===== src/rtl/uart_msg_arbiter.sv =====
// uart_msg_arbiter: shares one 8N1 UART transmit line among N_REQ message
// sources. Round-robin grant held for a whole message, inter-character and
// inter-message pauses, direct drive of tx.
// Optional feature macro: UART_ARB_TIMEOUT_EN (drops a stalled message after
// TIMEOUT idle cycles in LOAD and pulses abort).
module uart_msg_arbiter #(
  parameter int N_REQ        = 4,
  parameter int CLKS_PER_BIT = 5208,
  parameter int CHAR_GAP     = 1000,
  parameter int MSG_GAP      = 5000,
  parameter int TIMEOUT      = 1_000_000
) (
  input  logic               clk,
  input  logic               reset,
  input  logic [N_REQ-1:0]   req_valid,
  input  logic [8*N_REQ-1:0] req_data,
  input  logic [N_REQ-1:0]   req_last,
  output logic [N_REQ-1:0]   req_ready,
  output logic [N_REQ-1:0]   grant,
  output logic               busy,
  output logic               tx,
  output logic               abort
);

  localparam logic [2:0] S_IDLE  = 3'd0;
  localparam logic [2:0] S_LOAD  = 3'd1;
  localparam logic [2:0] S_START = 3'd2;
  localparam logic [2:0] S_DATA  = 3'd3;
  localparam logic [2:0] S_STOP  = 3'd4;
  localparam logic [2:0] S_GAP   = 3'd5;

  localparam int PW      = $clog2(N_REQ);
  localparam int BW      = (CLKS_PER_BIT > 1) ? $clog2(CLKS_PER_BIT) : 1;
  localparam int GAP_MAX = (CHAR_GAP > MSG_GAP) ? CHAR_GAP : MSG_GAP;
  localparam int CNT_MAX = (GAP_MAX > TIMEOUT) ? GAP_MAX : TIMEOUT;
  localparam int CW      = (CNT_MAX > 0) ? $clog2(CNT_MAX + 1) : 1;
  localparam int unsigned NU = N_REQ;

  localparam logic [PW-1:0] PTR_RST  = PW'(N_REQ - 1);
  localparam logic [BW-1:0] BIT_LAST = BW'(CLKS_PER_BIT - 1);
  localparam logic [CW-1:0] CG_LAST  = CW'((CHAR_GAP > 0) ? CHAR_GAP - 1 : 0);
  localparam logic [CW-1:0] MG_LAST  = CW'((MSG_GAP > 0) ? MSG_GAP - 1 : 0);
`ifdef UART_ARB_TIMEOUT_EN
  localparam logic [CW-1:0] TO_LAST  = CW'((TIMEOUT > 0) ? TIMEOUT - 1 : 0);
`endif

  logic [2:0]    state;
  logic [PW-1:0] ptr;
  logic [BW-1:0] bcnt;
  logic [2:0]    bidx;
  logic [CW-1:0] cnt;
  logic [7:0]    shreg;
  logic          last_q;
  logic          gap_msg;
  logic [PW-1:0] pick;
  logic          pick_ok;
  logic          abort_q;

  // Round-robin search: first valid requester starting after the last owner.
  always_comb begin
    int unsigned idx;
    idx     = 0;
    pick    = ptr;
    pick_ok = 1'b0;
    for (int unsigned off = 1; off <= NU; off++) begin
      idx = (32'(ptr) + off) % NU;
      if (!pick_ok && req_valid[PW'(idx)]) begin
        pick    = PW'(idx);
        pick_ok = 1'b1;
      end
    end
  end

  // Control FSM, bit timing, serializer and gap/timeout counting.
  always_ff @(posedge clk) begin
    if (reset) begin
      state   <= S_IDLE;
      ptr     <= PTR_RST;
      grant   <= '0;
      tx      <= 1'b1;
      abort_q <= 1'b0;
      bcnt    <= '0;
      bidx    <= '0;
      cnt     <= '0;
      shreg   <= '0;
      last_q  <= 1'b0;
      gap_msg <= 1'b0;
    end else begin
      abort_q <= 1'b0;
      case (state)
        S_IDLE: begin
          cnt <= '0;
          if (pick_ok) begin
            grant <= N_REQ'(1) << pick;
            ptr   <= pick;
            state <= S_LOAD;
          end
        end
        S_LOAD: begin
          if (req_valid[ptr]) begin
            shreg  <= req_data[{ptr, 3'b000} +: 8];
            last_q <= req_last[ptr];
            tx     <= 1'b0;
            bcnt   <= '0;
            cnt    <= '0;
            state  <= S_START;
          end
`ifdef UART_ARB_TIMEOUT_EN
          else if (cnt == TO_LAST) begin
            abort_q <= 1'b1;
            grant   <= '0;
            cnt     <= '0;
            gap_msg <= 1'b1;
            state   <= (MSG_GAP == 0) ? S_IDLE : S_GAP;
          end else begin
            cnt <= cnt + CW'(1);
          end
`endif
        end
        S_START: begin
          if (bcnt == BIT_LAST) begin
            bcnt  <= '0;
            bidx  <= '0;
            tx    <= shreg[0];
            shreg <= {1'b0, shreg[7:1]};
            state <= S_DATA;
          end else begin
            bcnt <= bcnt + BW'(1);
          end
        end
        S_DATA: begin
          if (bcnt == BIT_LAST) begin
            bcnt <= '0;
            if (bidx == 3'd7) begin
              tx    <= 1'b1;
              state <= S_STOP;
            end else begin
              tx    <= shreg[0];
              shreg <= {1'b0, shreg[7:1]};
              bidx  <= bidx + 3'd1;
            end
          end else begin
            bcnt <= bcnt + BW'(1);
          end
        end
        S_STOP: begin
          if (bcnt == BIT_LAST) begin
            bcnt <= '0;
            cnt  <= '0;
            if (last_q) begin
              grant   <= '0;
              gap_msg <= 1'b1;
              state   <= (MSG_GAP == 0) ? S_IDLE : S_GAP;
            end else begin
              gap_msg <= 1'b0;
              state   <= (CHAR_GAP == 0) ? S_LOAD : S_GAP;
            end
          end else begin
            bcnt <= bcnt + BW'(1);
          end
        end
        S_GAP: begin
          if (cnt == (gap_msg ? MG_LAST : CG_LAST)) begin
            cnt   <= '0;
            state <= gap_msg ? S_IDLE : S_LOAD;
          end else begin
            cnt <= cnt + CW'(1);
          end
        end
        default: state <= S_IDLE;
      endcase
    end
  end

  assign busy      = (state != S_IDLE);
  assign req_ready = (state == S_LOAD) ? grant : '0;

`ifdef UART_ARB_TIMEOUT_EN
  assign abort = abort_q;
`else
  assign abort = 1'b0;
`endif

endmodule


===== config.mk =====
export PLATFORM = sky130hd
export DESIGN_NAME = uart_msg_arbiter
export DESIGN_NICKNAME = d
export VERILOG_FILES = /design/src/rtl/uart_msg_arbiter.sv
export SDC_FILE = /design/constraint.sdc
export NUM_CORES = 1
export LEC_CHECK = 0
export CAP_MARGIN = 30
export CORE_AREA = 2 2 102 104
export DETAILED_ROUTE_END_ITERATION = 7
export DIE_AREA = 0 0 104 106
export SYNTH_ARGS = -nofsm -noshare
export SYNTH_HDL_FRONTEND = slang
export SYNTH_SLANG_ARGS = --single-unit

===== constraint.sdc =====
create_clock -name clk -period 2.6 [get_ports clk]
set_input_delay 0.52 -clock clk [delete_from_list [all_inputs] [get_ports clk]]
set_output_delay 0.52 -clock clk [all_outputs]
set_load 0.005 [all_outputs]

# ---- After elaboration in Yosys (flattened, before gate mapping)
# Cells that the tools add are included.
dict set report totals {
  reg_bits 56
  in_bits 42
  out_inout_bits 11
  elab_cells 122
}
dict set report classes {
  n_addsub 7
  magnitude_cmp 5
  eq_ne 17
  shift 2
  mux 57
  reduce_logical 24
}
# cell n
set ops {}
lappend ops {{case mux 20 bit (4 select lines)} 1}
lappend ops {{two-way mux 20 bit} 3}
lappend ops {{two-way mux 13 bit} 3}
lappend ops {{two-way mux 8 bit} 4}
lappend ops {{variable part select 32 x 6 -> 8 bit} 1}
lappend ops {{two-way mux 3 bit} 10}
lappend ops {{case mux 13 bit (2 select lines)} 1}
lappend ops {{case mux 8 bit (3 select lines)} 1}
lappend ops {{adder 20 x 1 -> 20 bit, second input constant} 1}
lappend ops {{equality test 20 x 13 -> 1 bit} 1}
lappend ops {{!= test 2 bit, second input constant} 9}
lappend ops {{case mux 3 bit (6 select lines)} 1}
lappend ops {{two-way mux 1 bit} 16}
lappend ops {{two-way mux 4 bit} 4}
lappend ops {{less-than comparator 2 x 3 -> 1 bit, second input constant} 5}
lappend ops {{adder 13 x 1 -> 13 bit, second input constant} 1}
lappend ops {{equality test 13 bit, second input constant} 1}
lappend ops {{binary-select mux 1 bit (select 2 bit)} 6}
lappend ops {{AND reduction 4 bit} 3}
lappend ops {{equality test 3 bit, second input constant} 3}
lappend ops {{two-way mux 2 bit} 4}
lappend ops {{case mux 4 bit (2 select lines)} 1}
lappend ops {{AND reduction 2 bit} 4}
lappend ops {{AND reduction 7 bit} 1}
lappend ops {{17 further kinds} 27}

# ---- Logic depth before layout (Yosys ltp)
# Gate-level depths: netlist of run 1.
dict set report depth {
  ltp_word 16
  depth_mapped 8
  mapped_depth_nobuf 7
}

# ---- Worst setup path before layout of run 1
# No wires, ideal clock.
dict set report synth_path {
  path_kind {register -> register}
  startpoint {register bcnt[0]}
  endpoint {register cnt[17]}
  setup_ps 70
  arrival_time_ps 2006
  t_required_ps 2530
  setup_slack_ps 524
  stages_incl_launch_ff 8
  n_path_buf 1
  synth_period_minus_slack_ps 2076
  cell_sequence {dfxtp_1 -> ha_1 -> and4b_1 -> a311oi_1 -> or3_1 -> buf_2 -> or4_1 -> a21oi_1}
}
dict set report synth_via {
  elab_chain_len 3
}
# element line
set synth_lines {}
lappend synth_lines {{start, declared} 49} ;# logic [BW-1:0] bcnt;
lappend synth_lines {{start signal, assigned} 128} ;# bcnt <= bcnt + BW'(1);
lappend synth_lines {{start signal, assigned} 143} ;# bcnt <= bcnt + BW'(1);
lappend synth_lines {{start signal, assigned} 159} ;# bcnt <= bcnt + BW'(1);
lappend synth_lines {{equality test 13 bit} 147} ;# if (bcnt == BIT_LAST) begin
lappend synth_lines {{!= test 2 bit (no line)} n/a}
lappend synth_lines {{AND reduction 3 bit (no line)} n/a}
lappend synth_lines {{end signal, assigned} 167} ;# cnt <= cnt + CW'(1);
lappend synth_lines {{end, declared} 51} ;# logic [CW-1:0] cnt;
# No other way between the ends.
# A chain may end at the register's enable or synchronous reset.

# ---- Final worst setup path of run 1
dict set report layout_path {
  startpoint {register state[0]}
  endpoint {output port req_ready[3]}
}
dict set report layout_via {
  elab_chain_len 2
}
# element line
set layout_lines {}
lappend layout_lines {{start, declared} 47} ;# logic [2:0] state;
lappend layout_lines {{start signal, assigned} 153} ;# state <= (MSG_GAP == 0) ? S_IDLE : S_GAP;
lappend layout_lines {{start signal, assigned} 156} ;# state <= (CHAR_GAP == 0) ? S_LOAD : S_GAP;
lappend layout_lines {{start signal, assigned} 165} ;# state <= gap_msg ? S_IDLE : S_LOAD;
lappend layout_lines {{equality test 3 x 1 -> 1 bit} 176} ;# assign req_ready = (state == S_LOAD) ? grant : '0;
lappend layout_lines {{two-way mux 4 bit} 176}
lappend layout_lines {{end, declared} 18} ;# output logic [N_REQ-1:0] req_ready,
# No other way between the ends.

==> results.py, run 1 <==
metrics = {
    "placement": {
        "hpwl_um": 5940,
        "gp_congestion": 0.791,
        "postPlaceCellArea_um2": 4010,
        "dpl.cell_count": 569,
        "dp_slack_ps": -68.8,
        "port_buffers": 51,
    },
    "critical_path": {
        "crit_path_max_fanout": 10,
        "worst-setup-path-type": "reg -> out",
        "critPathRequiredTime_ps": 2080,
        "cp.arrival_ps": 1860,
        "reg2reg_depth": 6,
        "start_kind": "flip-flop",
        "end_kind": "primary output",
    },
    "synth": {
        "synth_top_area_share_pct": 35.0,
        "postSynthAreaPerCell_um2": 8.52,
        "netlist_area_um2": 3200,
        "synth_top_area_cell": "dfxtp_1",
        "synthCells": 376,
        "yosysSeqAreaShare_pct": 35.0,
        "dominantRegCellSynth": "dfxtp_1",
        "synth_edf_count": 0,
        "ys_warn_count": 0,
        "ys_async_sr_fraction_pct": 0,
        "syn_nets": 422,
        "synth_area_leaders": "dfxtp_1 (35%), mux4_2 (7.0%), nor2_1 (4.8%), nand2_1 (4.2%), xnor2_1 (4.1%)",
        "ys_ff_latch": 56,
        "synth.distinct_cells": 59,
    },
    "grt": {
        "grt_pass1_wl_um": 13000,
        "grt_start_max_net_pins": 19,
        "antenna_found_initial": 0,
        "grt_pass1_vias": 2888,
        "grt_util_all_layers_pct": 14.1,
        "overflow": 0,
    },
    "cells_and_area": {
        "final_cells": 577,
        "stdcell_area_um2": 4170,
        "synthToLayoutAreaGrowth_pct": 30.2,
        "fin_util_pct": 41.7,
        "drive_gt1_share_pct": 13.8,
        "diodes": 0,
        "layout.nets": 486,
    },
    "die": {
        "die_area_um2": 11000,
        "io_pins": 53,
        "die_x_um": 104,
        "fp-row-count": 37,
        "initial_core_util_pct": 32.0,
        "core_um2": 10000,
        "die-height_um": 106,
    },
    "clock_tree": {
        "cts.htree.levels": 2,
        "worstSkewPairLatency_ps": 310,
        "clockBufferDepth": 2,
        "post_cts_buffers": 0,
        "cts_hold_buffers": 0,
        "cts_buffers": 5,
        "clkTransAtPathRegs_ps": 100,
        "postCtsResizedCells": 0,
        "cts_tree": "yes",
        "cts_root_buffer": "clkbuf_8",
        "cts_sinks": 56,
    },
    "power_and_ir_drop": {
        "p_leak_nw": 1.43,
        "ir_worst_vdd_mv": 0.348,
        "p_per_area_nw_per_um2": 795,
    },
    "detailed_routing": {
        "first_pass_iters": 4,
        "drt_iter0_markers": 171,
        "post-route-drc-count": 0,
        "postRouteAntennaNets": 0,
        "drt-total-wl_um": 7680,
        "wl_per_cell_um": 13.3,
        "vias": 3039,
        "vias_per_cell": 5.27,
    },
    "timing": {
        "finalSetupViolCount": 0,
        "post-route-period-util_pct": 91.4,
        "setup_tns_ps": 0,
        "rsz0062_at_grt": "false",
        "finClkSkew_ps": 11.5,
        "final_hold_viol_count": 0,
        "maxSlewViolCount": 0,
        "max_clock_freq_mhz": 421,
        "setup_ws_ps": 225,
        "relSlewSlack_pct": 38.6,
        "min_period_ps": 2380,
        "tightest_slew_ps": 919,
    },
    "run_status": {
        "status": "complete, no violations",
    },
    "job": {
        "drv_cap": 0,
    },
    "hold_path": {
        "hold_class": "reg -> reg",
        "holdPathStages": 2,
    },
}
==> final timing paths <==
kind	startpoint	end	slack (ps)
hold reg to reg	shreg[1]	shreg[0]	480
setup / recovery	state[0]	req_ready[3]	220
hold / removal	shreg[1]	shreg[0]	480
setup reg to reg	state[1]	bcnt[10]	370
==> kinds of logic after synthesis <==
kind of cell,share of synthesized area (%)
flops,35.0
mux,8.36
compound gates,17.6
buf+inv,4.45
xor+xnor,4.65
other cells,0.117
simple gates,28.2
fa+ha+maj,1.56
==> area by class of cell <==
| cell class | instances | area (um2) |
|---|---|---|
| clock buffers | 5 | 68.8 |
| clock inverters | 3 | 90.1 |
| fillers | 1020 | 5830 |
| inverters | 7 | 26.3 |
| multi-input cells | 288 | 1940 |
| flip-flops and latches | 56 | 1120 |
| well taps | 136 | 170 |
| repair buffers | 82 | 756 |
==> flip-flops by register name, indices dropped and copies added, names as in the netlist <==
name / cells
cnt: 20
bcnt: 13
shreg: 8
grant: 4
bidx: 3
state: 3
ptr: 2
gap_msg: 1
last_q: 1
tx: 1
==> critical path: stages (launching register included) <==
cell             delay (ps)
dfxtp_1                 520
nor2b_1                 330
and3_1                  200
clkdlybuf4s50_1         500
==> report_power, final <==
group          total [mW]  internal, mW  switching, mW  leakage, nW
sequential           1.10         0.973          0.123        0.454
clock               0.766         0.481          0.285       0.0784
combinational        1.45         0.716          0.737        0.895
==> cells in the final DEF (no fill, tap or decap), types with 3 or more instances in the layout <==
master           netlist  final
nand4_1               10     10
a211oi_1               5      5
dfxtp_1               56     56
a311oi_1               9      9
and3_1                 9      9
o31ai_1               10     10
bufinv_16              0      3
xnor2_1               15     15
or4_1                  8      8
or2_2                  3      3
nor4_1                12     12
or3_1                  6      6
nor2_1                41     41
buf_4                  3     30
nand2_1               36     36
o21ai_0               10     10
mux4_2                10     10
nor2b_1                4      4
a21oi_1               22     22
clkdlybuf4s50_1        0     51
ha_1                   4      4
and2_1                 4      4
nor3_1                 3      3
clkbuf_8               0      5
nand2b_1               5      5
inv_1                  7      7
a22oi_1                4      4
nand3_1               17     17
nor4b_1                3      3
==> layer usage <==
metal | share of wire [%] | track usage [%] | vias up
li1 | - | - | 1536
met3 | 3.7 | 2.08 | 8
met1 | 47 | 17.4 | 1418
met5 | 0 | 0 | -
met2 | 47 | 25.2 | 77
met4 | 1.6 | 4.73 | 0
==> per-stage QoR <==
step	hold slack [ps]	total power, mW
6_report	485	3.32
4_1_cts	485	3.35
5_1_grt	510	3.53
3_5_place_dp	467	2.57
2_1_floorplan	446	2.03
3_3_place_gp	454	2.56
==> synth_stat cells, types with 2 or more instances <==
cell,number
buf_4,3
ha_1,4
a211oi_1,5
a22oi_1,4
nor2b_1,4
a21oi_1,22
or4_1,8
nand2b_1,5
a211o_1,2
a21boi_0,2
nand4_1,10
or2_2,3
clkbuf_1,12
nand3_1,17
and4_1,2
a311oi_1,9
nor2_1,41
and3_1,9
a31oi_1,2
dfxtp_1,56
xor2_1,2
mux4_2,10
o31ai_1,10
nor3_1,3
xnor2_1,15
buf_2,9
inv_1,7
nor4b_1,3
or3_1,6
nand2_1,36
and2_1,4
a32o_1,2
mux2i_1,2
nor4_1,12
o21ai_0,10
mux2_2,2
(Power assumes the default switching activity.)
==> inputs of run 2 (changes only) <==
- clock period: 2.6 -> 2.1 ns (I/O delays scaled with it)
==> results.py, run 2 (same netlist as run 1, synthesis figures left out) <==
metrics = {
    "run_status": {
        "status": "complete, but fails checks",
        "violations": "negative setup slack",
    },
    "placement": {
        "hpwl_um": 6200,
        "port_buffers": 51,
        "postPlaceCellArea_um2": 4190,
        "gp_congestion": 0.834,
    },
    "cells_and_area": {
        "mostFrequentLayoutCell": "buf_4",
        "largest_register_ffs": 20,
        "reg_top3": "cnt (20), bcnt (13), shreg (8)",
        "fillCellCount": 1012,
        "top_register": "cnt",
        "fin_util_pct": 44.9,
        "stdcell_area_um2": 4490,
        "diodes": 0,
        "layout.nets": 518,
        "final_cell_mix": "buf_4 (55), clkdlybuf4s50_1 (50), dfxtp_1 (47)",
        "synthToLayoutAreaGrowth_pct": 40.2,
        "drive_gt1_share_pct": 23.9,
    },
    "clock_tree": {
        "clockBufferDepth": 2,
        "cts_sinks": 56,
        "cts_root_buffer": "clkbuf_8",
        "clkTransAtPathRegs_ps": 110,
        "cts_hold_buffers": 0,
        "worstSkewPairLatency_ps": 320,
        "cts_buffers": 5,
        "cts.htree.levels": 2,
        "cts_tree": "yes",
    },
    "die": {
        "die_area_um2": 11000,
        "core_um2": 10000,
        "initial_core_util_pct": 32.0,
        "die-height_um": 106,
        "io_pins": 53,
        "fp-row-count": 37,
        "die_x_um": 104,
    },
    "power_and_ir_drop": {
        "power_mw": 4.19,
        "p_per_area_nw_per_um2": 932,
        "ir_worst_vdd_mv": 0.352,
        "p_leak_nw": 1.60,
    },
    "grt": {
        "grt_start_max_net_pins": 17,
        "overflow": 0,
        "grt_pass1_vias": 3011,
        "grt_pass1_wl_um": 13600,
        "antenna_found_initial": 0,
        "grt_util_all_layers_pct": 14.8,
    },
    "timing": {
        "final_hold_viol_count": 0,
        "setup_tns_ps": -22.3,
        "finClkSkew_ps": 13.4,
        "maxSlewViolCount": 0,
        "max_clock_freq_mhz": 471,
        "min_period_ps": 2120,
        "rsz0062_at_grt": "true",
        "finalSetupViolCount": 1,
        "post-route-period-util_pct": 101,
        "setup_ws_ps": -22.3,
    },
    "critical_path": {
        "critPathMostFrequentCell": "buf_6",
        "critPathSlowestCell": "clkdlybuf4s50_1",
        "critPathRequiredTime_ps": 2360,
        "worst-setup-path-type": "in -> reg",
        "cp.arrival_ps": 2380,
        "max_stage_delay_ps": 500,
        "end_kind": "flip-flop",
        "path_cells": "clkdlybuf4s50_1 > mux4_2 > nor2_1 > or3_1 > buf_6 > buf_6 > buf_6 > or3_1 > a21oi_1",
        "crit_path_max_fanout": 7,
        "start_kind": "primary input",
    },
    "detailed_routing": {
        "drt-total-wl_um": 8370,
        "first_pass_iters": 4,
        "vias": 3176,
        "postRouteAntennaNets": 0,
        "drt_iter0_markers": 201,
        "vias_per_cell": 5.22,
        "post-route-drc-count": 0,
        "wl_per_cell_um": 13.7,
    },
    "hold_path": {
        "hold_class": "reg -> reg",
    },
    "job": {
        "drv_cap": 0,
    },
}
run 2: worst paths after layout:
| path | from | slack (ps) | depth (start not counted) | endpoint |
|---|---|---|---|---|
| setup reg to reg | bcnt[7] | 0 | 8 | cnt[7] |
| hold reg to reg | shreg[7] | 480 | 2 | shreg[7] |
| setup / recovery | req_valid[1] | -20 | 9 | cnt[7] |
| hold / removal | shreg[7] | 480 | 2 | shreg[7] |
run 2: worst max-delay path: cells and delay by family:
family                 cells  cell delay (ps)
multiplexers               1              250
buffers and inverters      4              880
AND/OR/NAND/NOR            3              710
AO/OA/AOI/OAI              1              120
run 2: layout make-up:
cell class | instances | area [um2] | share of cell area, %
multi-input combinational | 288 | 2030 | 45.1
tap | 136 | 170 | 3.79
inverter | 7 | 26.3 | 0.585
clock buffer | 6 | 82.6 | 1.84
clock inverter | 2 | 10.0 | 0.223
sequential | 56 | 1140 | 25.4
timing repair buffer | 114 | 1030 | 23.0
run 2: timing repair:
action | 4_1_cts | 5_1_grt
endpoints found under the setup margin | 12 | 26
setup buffers | 6 | 3
resized for setup | 22 | 16
pin swaps | 16 | 5
gates cloned | 0 | 1
run 2: per-layer routing:
layer | GRT usage (%) | wire length [um] | share of wire, % | vias to the layer above
met5 | 0 | 0 | 0 | -
met4 | 4.83 | 120 | 1.4 | 0
met3 | 2.70 | 304 | 3.6 | 8
met2 | 26.3 | 4120 | 49 | 67
met1 | 18.1 | 3820 | 46 | 1505
li1 | - | - | - | 1596
run 2: stage by stage:
| stage | setup WS [ps] | std cells | hold slack (ps) |
|---|---|---|---|
| after floorplan | 24.4 | 376 | 446 |
| final | -22.3 | 609 | 477 |
| after global placement | -345 | 591 | 458 |
| after global routing | -76.7 | 609 | 495 |
| after detailed placement | -392 | 591 | 465 |
| after CTS | -42.0 | 605 | 479 |
run 2: power by group:
group	internal (mW)	switching, mW	leakage [nW]
combinational	1.16	1.05	1.09
sequential	1.22	0.142	0.459
clock	0.264	0.354	0.0510
==> inputs of run 3 (changes only) <==
--- a/config.mk
+++ b/config.mk
@@ -11,2 +11,3 @@
 export DIE_AREA = 0 0 104 106
+export SKIP_LAST_GASP = 1
 export SYNTH_ARGS = -nofsm -noshare
--- a/constraint.sdc
+++ b/constraint.sdc
@@ -3,2 +3,2 @@
 set_output_delay 0.42 -clock clk [all_outputs]
-set_load 0.005 [all_outputs]
+set_load 0.02 [all_outputs]
==> results.py, run 3 (same netlist as run 1, synthesis figures left out) <==
metrics = {
    "job": {
        "drv_cap": 0,
    },
    "timing": {
        "maxSlewViolCount": 0,
        "min_period_ps": 2170,
        "max_clock_freq_mhz": 460,
        "finalSetupViolCount": 1,
        "finClkSkew_ps": 19.6,
        "final_hold_viol_count": 0,
        "setup_ws_ps": -73.9,
        "post-route-period-util_pct": 104,
        "rsz0062_at_grt": "true",
    },
    "run_status": {
        "violations": "negative setup slack",
        "status": "complete, but fails checks",
    },
    "detailed_routing": {
        "post-route-drc-count": 0,
        "dr_wl_met2_um": 4070,
        "top_layer": "met4",
        "first_pass_iters": 6,
        "drt-total-wl_um": 8320,
        "wl_met1_um": 3780,
        "wl_per_cell_um": 13.8,
        "vias_per_cell": 5.28,
        "vias": 3191,
        "wl_met3_um": 305,
        "postRouteAntennaNets": 0,
        "drt_iter0_markers": 149,
    },
    "critical_path": {
        "cp.buffers_inverters": 2,
        "worst-setup-path-type": "in -> reg",
        "critPathSlowestCell": "or4_1",
        "start_kind": "primary input",
        "crit_path_max_fanout": 5,
        "max_stage_delay_ps": 520,
        "cp.arrival_ps": 2440,
        "cp_top_family": "simple AND/OR/NAND/NOR gates",
        "end_kind": "flip-flop",
        "path_cells": "clkdlybuf4s50_1 > mux4_2 > nor2_1 > or3_4 > buf_6 > or4_1 > a21oi_1",
        "critPathRequiredTime_ps": 2370,
    },
    "clock_tree": {
        "worstSkewPairLatency_ps": 330,
        "clockBufferDepth": 2,
        "cts_root_buffer": "clkbuf_8",
        "cts_hold_buffers": 0,
        "cts.htree.levels": 2,
        "cts_sinks": 56,
        "cts_buffers": 5,
        "cts_tree": "yes",
        "clkTransAtPathRegs_ps": 120,
    },
    "die": {
        "die_area_um2": 11000,
        "die-height_um": 106,
        "fp-row-count": 37,
        "die_x_um": 104,
        "io_pins": 53,
        "core_um2": 10000,
        "initial_core_util_pct": 32.0,
    },
    "power_and_ir_drop": {
        "power_mw": 4.30,
        "p_per_area_nw_per_um2": 965,
        "ir_worst_vdd_mv": 0.402,
        "p_leak_nw": 1.61,
    },
    "placement": {
        "hpwl_um": 6310,
        "gp_congestion": 0.848,
        "dp_slack_ps": -408,
        "port_buffers": 51,
    },
    "grt": {
        "antenna_found_initial": 0,
        "grt_start_max_net_pins": 18,
        "overflow": 0,
        "grt_pass1_vias": 3217,
        "grt_pass1_wl_um": 14300,
        "grt_util_all_layers_pct": 15.6,
    },
    "cells_and_area": {
        "diodes": 0,
        "fillCellCount": 1029,
        "multi_input_area_um2": 2020,
        "largest_register_ffs": 20,
        "seqCellArea_um2": 1130,
        "top_register": "cnt",
        "mostFrequentLayoutCell": "buf_4",
        "synthToLayoutAreaGrowth_pct": 39.2,
        "reg_top3": "cnt (20), bcnt (13), shreg (8)",
        "layout.nets": 513,
        "drive_gt1_share_pct": 22.9,
        "final_cell_mix": "buf_4 (51), dfxtp_1 (50), clkdlybuf4s50_1 (45)",
    },
    "hold_path": {
        "hold_class": "reg -> reg",
    },
}
## run 3: changes by cell type in the layout (fill, tap and decap cells not counted), sizes merged
cell / before / now
buf: 63 / 58
bufinv: 0 / 1
clkbuf: 6 / 5
clkdlybuf4s50: 50 / 45
clkinv: 2 / 1
clkinvlp: 0 / 1
dlygate4sd2: 0 / 4
dlymetal6s2s: 1 / 2
## run 3: layout make-up
cell class              instances  area share [%]
well taps                     136            3.82
flip-flops and latches         56            25.3
multi-input cells             288            45.4
clock buffers                   5            1.54
clock inverters                 3           0.954
repair buffers                109            22.4
inverters                       7           0.589
## run 3: per-layer routing
| metal | vias up | global-route usage [%] |
|---|---|---|
| met5 | - | 0 |
| met4 | 0 | 5.21 |
| met3 | 9 | 2.51 |
| met2 | 71 | 28.2 |
| met1 | 1528 | 18.9 |
| li1 | 1583 | - |
## run 3: through the flow
| stage | hold slack (ps) | cells | utilization, % | setup TNS, ps | instance area [um2] |
|---|---|---|---|---|---|
| 6_report | 483 | 604 | 44.6 | -73.9 | 4460 |
| 5_1_grt | 503 | 604 | 44.6 | -347 | 4460 |
| 4_1_cts | 483 | 603 | 44.0 | -107 | 4400 |
| 3_5_place_dp | 468 | 592 | 42.0 | -8340 | 4200 |
| 3_3_place_gp | 455 | 592 | 42.0 | -6970 | 4200 |
| 2_1_floorplan | 446 | 376 | - | 0 | 3200 |
## run 3: timing repair
item,4_1_cts,5_1_grt
hold endpoints to repair,0,0
pin swaps,8,0
gates resized for setup,20,15
endpoints found under the setup margin,11,22
setup buffers,2,0
cloned,1,1
## run 3: power breakdown
group / leakage [nW] / switching, mW / internal [mW]
Clock: 0.0541 / 0.372 / 0.354
Sequential: 0.457 / 0.129 / 1.21
Combinational: 1.10 / 1.10 / 1.14
Total: 1.61 / 1.60 / 2.70
## run 3: worst paths after layout
kind / cells after the start / slack, ps / start / to
worst min-delay path: 2 / 480 / shreg[1] / shreg[0]
worst min register to register: 2 / 480 / shreg[1] / shreg[0]
worst max-delay path: 7 / -70 / req_valid[1] / cnt[17]
worst max register to register: 7 / -60 / bcnt[0] / cnt[17]
## run 3: worst register-to-register path, cell delays in order (launching register included)
cell and delay (ps):
dfxtp_2 370, ha_4 140, and4b_2 260, a311oi_2 130, or3_4 380, buf_6 140
or4_1 520, a21oi_1 180
